==> src/rtl/if_fetch_stage_if.sv <==
// if_fetch_stage_if: decode-side controls, instruction memory and IF/ID signals of the fetch stage
interface if_fetch_stage_if #(
    parameter int CNT_WIDTH = 16
);
    logic                 stall;
    logic                 branch_taken;
    logic [31:0]          branch_pc4;
    logic [31:0]          branch_offset;
    logic                 jump;
    logic [31:0]          jump_pc4;
    logic [25:0]          jump_index;
    logic [31:0]          instr_in;
    logic [31:0]          pc;
    logic [31:0]          ifid_instr;
    logic [31:0]          ifid_pc4;
    logic                 ifid_valid;
    logic [CNT_WIDTH-1:0] redirect_cnt;

    // Decode and the instruction memory drive the fetch stage
    modport master (
        output stall, branch_taken, branch_pc4, branch_offset,
               jump, jump_pc4, jump_index, instr_in,
        input  pc, ifid_instr, ifid_pc4, ifid_valid, redirect_cnt
    );

    // The fetch stage itself
    modport slave (
        input  stall, branch_taken, branch_pc4, branch_offset,
               jump, jump_pc4, jump_index, instr_in,
        output pc, ifid_instr, ifid_pc4, ifid_valid, redirect_cnt
    );
endinterface

==> src/rtl/if_fetch_stage.sv <==
// if_fetch_stage: PC ownership, next-PC selection, IF/ID register and saturating redirect counter
module if_fetch_stage #(
    parameter logic [31:0] RESET_PC  = 32'h0000_0000,
    parameter int          CNT_WIDTH = 16
) (
    input  logic              clk,
    input  logic              rst_n,
    if_fetch_stage_if.slave   bus
);
    logic [31:0]          pc_q, pc_d;
    logic [31:0]          ifid_instr_q, ifid_instr_d;
    logic [31:0]          ifid_pc4_q, ifid_pc4_d;
    logic                 ifid_valid_q, ifid_valid_d;
    logic [CNT_WIDTH-1:0] cnt_q, cnt_d;
    logic [31:0]          pc4, btarget, jtarget, target;
    logic                 redirect;

    assign pc4      = pc_q + 32'd4;
    assign btarget  = bus.branch_pc4 + (bus.branch_offset << 2);
    assign jtarget  = {bus.jump_pc4[31:28], bus.jump_index, 2'b00};
    assign redirect = bus.jump | bus.branch_taken;

    // Next PC: jump beats branch, any redirect beats stall; low bits kept word aligned
    always_comb begin
        target = bus.jump ? jtarget : bus.branch_taken ? btarget : bus.stall ? pc_q : pc4;
        pc_d   = {target[31:2], 2'b00};
    end

    // IF/ID next state: a redirect squashes the current fetch, a stall holds the register
    always_comb begin
        ifid_instr_d = redirect ? 32'h0 : bus.stall ? ifid_instr_q : bus.instr_in;
        ifid_pc4_d   = redirect ? 32'h0 : bus.stall ? ifid_pc4_q   : pc4;
        ifid_valid_d = redirect ? 1'b0  : bus.stall ? ifid_valid_q : 1'b1;
        cnt_d        = (redirect && !(&cnt_q)) ? cnt_q + CNT_WIDTH'(1) : cnt_q;
    end

    // State registers with immediate asynchronous reset
    always_ff @(posedge clk or negedge rst_n) begin
        if (!rst_n) begin
            pc_q         <= {RESET_PC[31:2], 2'b00};
            ifid_instr_q <= 32'h0;
            ifid_pc4_q   <= 32'h0;
            ifid_valid_q <= 1'b0;
            cnt_q        <= '0;
        end else begin
            pc_q         <= pc_d;
            ifid_instr_q <= ifid_instr_d;
            ifid_pc4_q   <= ifid_pc4_d;
            ifid_valid_q <= ifid_valid_d;
            cnt_q        <= cnt_d;
        end
    end

    assign bus.pc           = pc_q;
    assign bus.ifid_instr   = ifid_instr_q;
    assign bus.ifid_pc4     = ifid_pc4_q;
    assign bus.ifid_valid   = ifid_valid_q;
    assign bus.redirect_cnt = cnt_q;
endmodule

==> src/flat_wrapper.sv <==
// flat-port wrapper written by rule: the top's interface ports become plain ports
module if_fetch_stage_flat 
#(
    parameter logic [31:0] RESET_PC  = 32'h0000_0000,
    parameter int          CNT_WIDTH = 16
)
  (clk, rst_n, bus_stall, bus_branch_taken, bus_branch_pc4, bus_branch_offset, bus_jump, bus_jump_pc4, bus_jump_index, bus_instr_in, bus_pc, bus_ifid_instr, bus_ifid_pc4, bus_ifid_valid, bus_redirect_cnt);
  if_fetch_stage_if #(.CNT_WIDTH(CNT_WIDTH)) bus_i ();
  input  logic clk;
  input  logic rst_n;
  input wire logic [$bits(bus_i.stall)-1:0] bus_stall;
  input wire logic [$bits(bus_i.branch_taken)-1:0] bus_branch_taken;
  input wire logic [$bits(bus_i.branch_pc4)-1:0] bus_branch_pc4;
  input wire logic [$bits(bus_i.branch_offset)-1:0] bus_branch_offset;
  input wire logic [$bits(bus_i.jump)-1:0] bus_jump;
  input wire logic [$bits(bus_i.jump_pc4)-1:0] bus_jump_pc4;
  input wire logic [$bits(bus_i.jump_index)-1:0] bus_jump_index;
  input wire logic [$bits(bus_i.instr_in)-1:0] bus_instr_in;
  output wire logic [$bits(bus_i.pc)-1:0] bus_pc;
  output wire logic [$bits(bus_i.ifid_instr)-1:0] bus_ifid_instr;
  output wire logic [$bits(bus_i.ifid_pc4)-1:0] bus_ifid_pc4;
  output wire logic [$bits(bus_i.ifid_valid)-1:0] bus_ifid_valid;
  output wire logic [$bits(bus_i.redirect_cnt)-1:0] bus_redirect_cnt;
  assign bus_i.stall = bus_stall;
  assign bus_i.branch_taken = bus_branch_taken;
  assign bus_i.branch_pc4 = bus_branch_pc4;
  assign bus_i.branch_offset = bus_branch_offset;
  assign bus_i.jump = bus_jump;
  assign bus_i.jump_pc4 = bus_jump_pc4;
  assign bus_i.jump_index = bus_jump_index;
  assign bus_i.instr_in = bus_instr_in;
  assign bus_pc = bus_i.pc;
  assign bus_ifid_instr = bus_i.ifid_instr;
  assign bus_ifid_pc4 = bus_i.ifid_pc4;
  assign bus_ifid_valid = bus_i.ifid_valid;
  assign bus_redirect_cnt = bus_i.redirect_cnt;
  if_fetch_stage #(.RESET_PC(RESET_PC), .CNT_WIDTH(CNT_WIDTH)) u_core (.clk(clk), .rst_n(rst_n), .bus(bus_i));
endmodule
==> config.mk <==
export PLATFORM = sky130hd
export DESIGN_NAME = if_fetch_stage_flat
export DESIGN_NICKNAME = d
export VERILOG_FILES = /design/src/rtl/if_fetch_stage_if.sv /design/src/rtl/if_fetch_stage.sv /design/src/flat_wrapper.sv
export SDC_FILE = /design/constraint.sdc
export NUM_CORES = 1
export LEC_CHECK = 0
export CORE_MARGIN = 3
export CORE_UTILIZATION = 40
export CTS_CLUSTER_DIAMETER = 200
export DETAILED_ROUTE_END_ITERATION = 8
export GPL_TIMING_DRIVEN = 0
export PLACE_DENSITY = 0.83
export SLEW_MARGIN = 30
export SYNTH_ARGS = -nofsm -noshare
export SYNTH_HDL_FRONTEND = slang
export SYNTH_SLANG_ARGS = --single-unit
==> constraint.sdc <==
create_clock -name clk -period 2.14 [get_ports clk]
set_input_delay 0.321 -clock clk [delete_from_list [all_inputs] [get_ports clk]]
set_output_delay 0.321 -clock clk [all_outputs]
set_load 0.05 [all_outputs]
==> run_results.csv <==
group,metric,value,unit
outcome,status,"complete, but fails checks",
outcome,violations,"negative setup slack",
power_and_ir_drop,power.density,644.7,nW/µm²
grt,antenna_found_initial,0,
final_layout,n_antenna_cell,0,
critical_path,crit_type,"in2reg",
yosys,synthFlopType,"dfrtp_1",
final_layout,finalCoreUtilization,64.83,%
final_layout,filler_cell_count,1363,
routing,vias,6774,
critical_path,crit_end,"u_core.bus.pc[18]",
critical_path,ff2ff_setup_slack,-0.11,ns
critical_path,crit_arrival,2.66,ns
clock_tree,cts_tree,"done",
yosys,synth_common_cells,"nor2_1, dfrtp_1, a21oi_1, nand2_1, xnor2_1",
yosys,ys_seq_area_share,39.97,%
timing,hold_viol,0,
power_and_ir_drop,ir_drop,689.9,µV
timing,fin_ws,-0.3101,ns
yosys,async_flop_share,100.0,%
critical_path,r2r_start,"u_core.bus.pc[4]",
grt,grt_usage,23.37,%
timing,finalCriticalPeriod,2.450,ns
critical_path,endpoint_kind,"register",
clock_tree,cts_sinks,109,
yosys,synth_top_area_cell,"dfrtp_1",
yosys,yosysTopAreaCellShare,39.97,%
yosys,ys_ff_latch,109,
critical_path,reg2reg_to,"u_core.bus.pc[25]",
critical_path,start_kind,"primary input",
flow_run,max_cap_violations,0,
grt,grt_max_degree,62,
power_and_ir_drop,comb_power_share,39.8,%
routing,totalWireLength,23230,µm
worst_hold_path,hold_class,"in2reg",
placed_design,gp_congestion,0.8999,
clock_tree,path_clk_slew,0.08,ns
routing,avgViaCountPerCell,5.372,
placed_design,place_area,9610,µm²
timing,fmax,0.4081,GHz
floorplan,io_pins,272,
critical_path,r2r_cells,10,
timing,drv_slew,0,
floorplan,die_h,136.6,µm
timing,tightest_slew,0.6609,ns
power_and_ir_drop,internal_power,4.348,mW
floorplan,die_w,136.6,µm
yosys,synth_area,6824,µm²
final_layout,layout-drive-gt1-share,18.44,%
grt,overflow,0,
timing,finalSetupViolations,11,
placed_design,hpwl,17010,µm
power_and_ir_drop,swShare,37.49,%
routing,drtIter0Drc,375,
yosys,synthCells,746,
grt,grt_pass1_wl,34160,µm
yosys,yosys-top-cells-area,"dfrtp_1, nor2_1, xnor2_1",
final_layout,syn_to_final_growth,58.10,%
floorplan,core,16640,µm²
yosys,synth.most_common_cell,"nor2_1",
yosys,syn_area_per_cell,9.148,µm²
placed_design,io_buffers,234,
timing,finalSetupTns,-1.561,ns
power_and_ir_drop,p_sw,2.608,mW
clock_tree,clock_latency,0.35,ns
clock_tree,numCtsBuffers,9,
timing,rsz0062_at_grt,"yes",
final_layout,design_area,10790,µm²
routing,wl_per_cell,18.42,µm
yosys,synth_edf_count,0,
power_and_ir_drop,p_seq_share,36.2,%
routing,drt_pass1_iterations,5,
routing,drt.antenna.violating_nets,0,
clock_tree,cts.root.buffer_cell,"clkbuf_16",
timing,finClkSkew,0.01487,ns
floorplan,initial_core_util,41.00,%
floorplan,placementRows,47,
clock_tree,htreeDepth,3,
final_layout,fin_nets,1228,
power_and_ir_drop,p_leak,4.569,nW
timing,relSlewSlack,55.94,%
critical_path,path_max_fanout,3,
timing,whs,0.4293,ns
yosys,synth-warning-count,0,
routing,drc,0,
critical_path,startpoint,"bus_branch_pc4[2]",
power_and_ir_drop,pwr-share-clk,24.1,%
critical_path,required,2.35,ns
timing,min_period_over_period,114.5,%
grt,grt_pass1_vias,6431,
yosys,synth.distinct_cells,72,
clock_tree,cts_max_path_buffers,2,
floorplan,die_area,18660,µm²
-- area by class of cell --
type	instances	area [µm²]	area share [%]
Clock buffer	13	250.2	2.319
Tap cell	220	275.3	2.551
Buffer	35	186.4	1.728
Multi-Input combinational cell	592	4534	42.03
Clock inverter	2	35.03	0.3247
Inverter	13	48.80	0.4523
Timing Repair Buffer	277	2708	25.10
Sequential cell	109	2751	25.50
-- flip-flops by register name, summed over array words and instances (netlist names) --
name	cells
u_core.bus.ifid_instr	32
u_core.bus.ifid_pc4	30
u_core.bus.pc	30
u_core.bus.redirect_cnt	16
u_core.bus.ifid_valid	1
-- power by group through the flow --
stage               combinational [mW]  clock [mW]  sequential [mW]
global placement                  2.44           0             2.52
floorplan                        0.936           0             3.12
CTS                               2.64        1.69             2.50
finish                            2.77        1.67             2.52
detailed placement                2.48           0             2.53
global route                      2.93        1.78             2.54
-- metal layers --
metal	track usage [%]	up-vias	wire length, µm
met4	7.671	0	559
met1	28.92	3238	9405
met2	40.88	273	11640
met5	0	-	0
met3	4.522	39	1627
li1	-	3224	-
-- worst min path at each step --
| stage | cells after the start | slack (ns) | to | start |
|---|---|---|---|---|
| 4_1_cts | 5 | 0.43 | u_core.bus.pc[2] | bus_branch_offset[0] |
| 5_1_grt | 5 | 0.47 | u_core.bus.pc[2] | bus_branch_offset[0] |
| 3_5_place_dp | 1 | 0.29 | u_core.bus.ifid_instr[4] | rst_n |
| 6_report | 5 | 0.43 | u_core.bus.pc[2] | bus_branch_offset[0] |
| 2_1_floorplan | 0 | 0.03 | u_core.bus.ifid_instr[0] | rst_n |
| 3_3_place_gp | 1 | 0.47 | u_core.bus.redirect_cnt[10] | u_core.bus.redirect_cnt[10] |
-- critical path, stage by stage --
cell and delay, ns:
buf_6 0.10, ha_4 0.16, fa_2 0.37, a211oi_4 0.26, o311ai_4 0.14, a31o_4 0.25, a31oi_4 0.19, nor2b_1 0.09
or4_1 0.52, a31oi_1 0.18, o31ai_1 0.09
-- per-stage QoR --
stage | instances | power [mW] | setup WS (ns)
after floorplan | 749 | 4.057 | -0.2780
after global placement | 1203 | 4.963 | -3.764
after detailed placement | 1204 | 5.013 | -0.9469
after CTS | 1239 | 6.830 | -0.3423
after global routing | 1261 | 7.253 | -0.4218
final | 1261 | 6.956 | -0.3101
-- cell families after synthesis --
logic type	Yosys count	synth area share [%]
flops	109	39.97
compound gates	179	17.07
fa+ha+maj	32	5.977
other cells	1	0.05495
simple gates	262	18.19
xor+xnor	75	9.626
mux	40	5.922
buf+inv	48	3.190
-- repair_timing --
item                                    4_1_cts  5_1_grt
setup buffers                                19       23
resized for setup                           102       62
endpoints found under the setup margin       71       35
hold buffers                                  1        0
hold endpoints to repair                     48        0
pin swaps                                    31       35
-- cells in the final DEF (no fill, tap or decap), drive strengths merged, types with 6 or more instances in the layout --
cell type and n:
a211oi 7, a21o 11, a21oi 63, a22oi 11, a31oi 8, and2 6
and3 8, buf 57, clkbuf 40, clkdlybuf4s15 6, clkdlybuf4s50 203, dfrtp 109
dlygate4sd2 10, dlymetal6s2s 8, ha 31, inv 13, mux2i 37, nand2 47
nand3 23, nand4 11, nor2 116, nor2b 9, nor3 18, o211ai 6
o21a 7, o21ai 35, o22ai 6, or3 7, xnor2 45, xor2 30
Note: power is estimated with default switching activity, not from simulation.
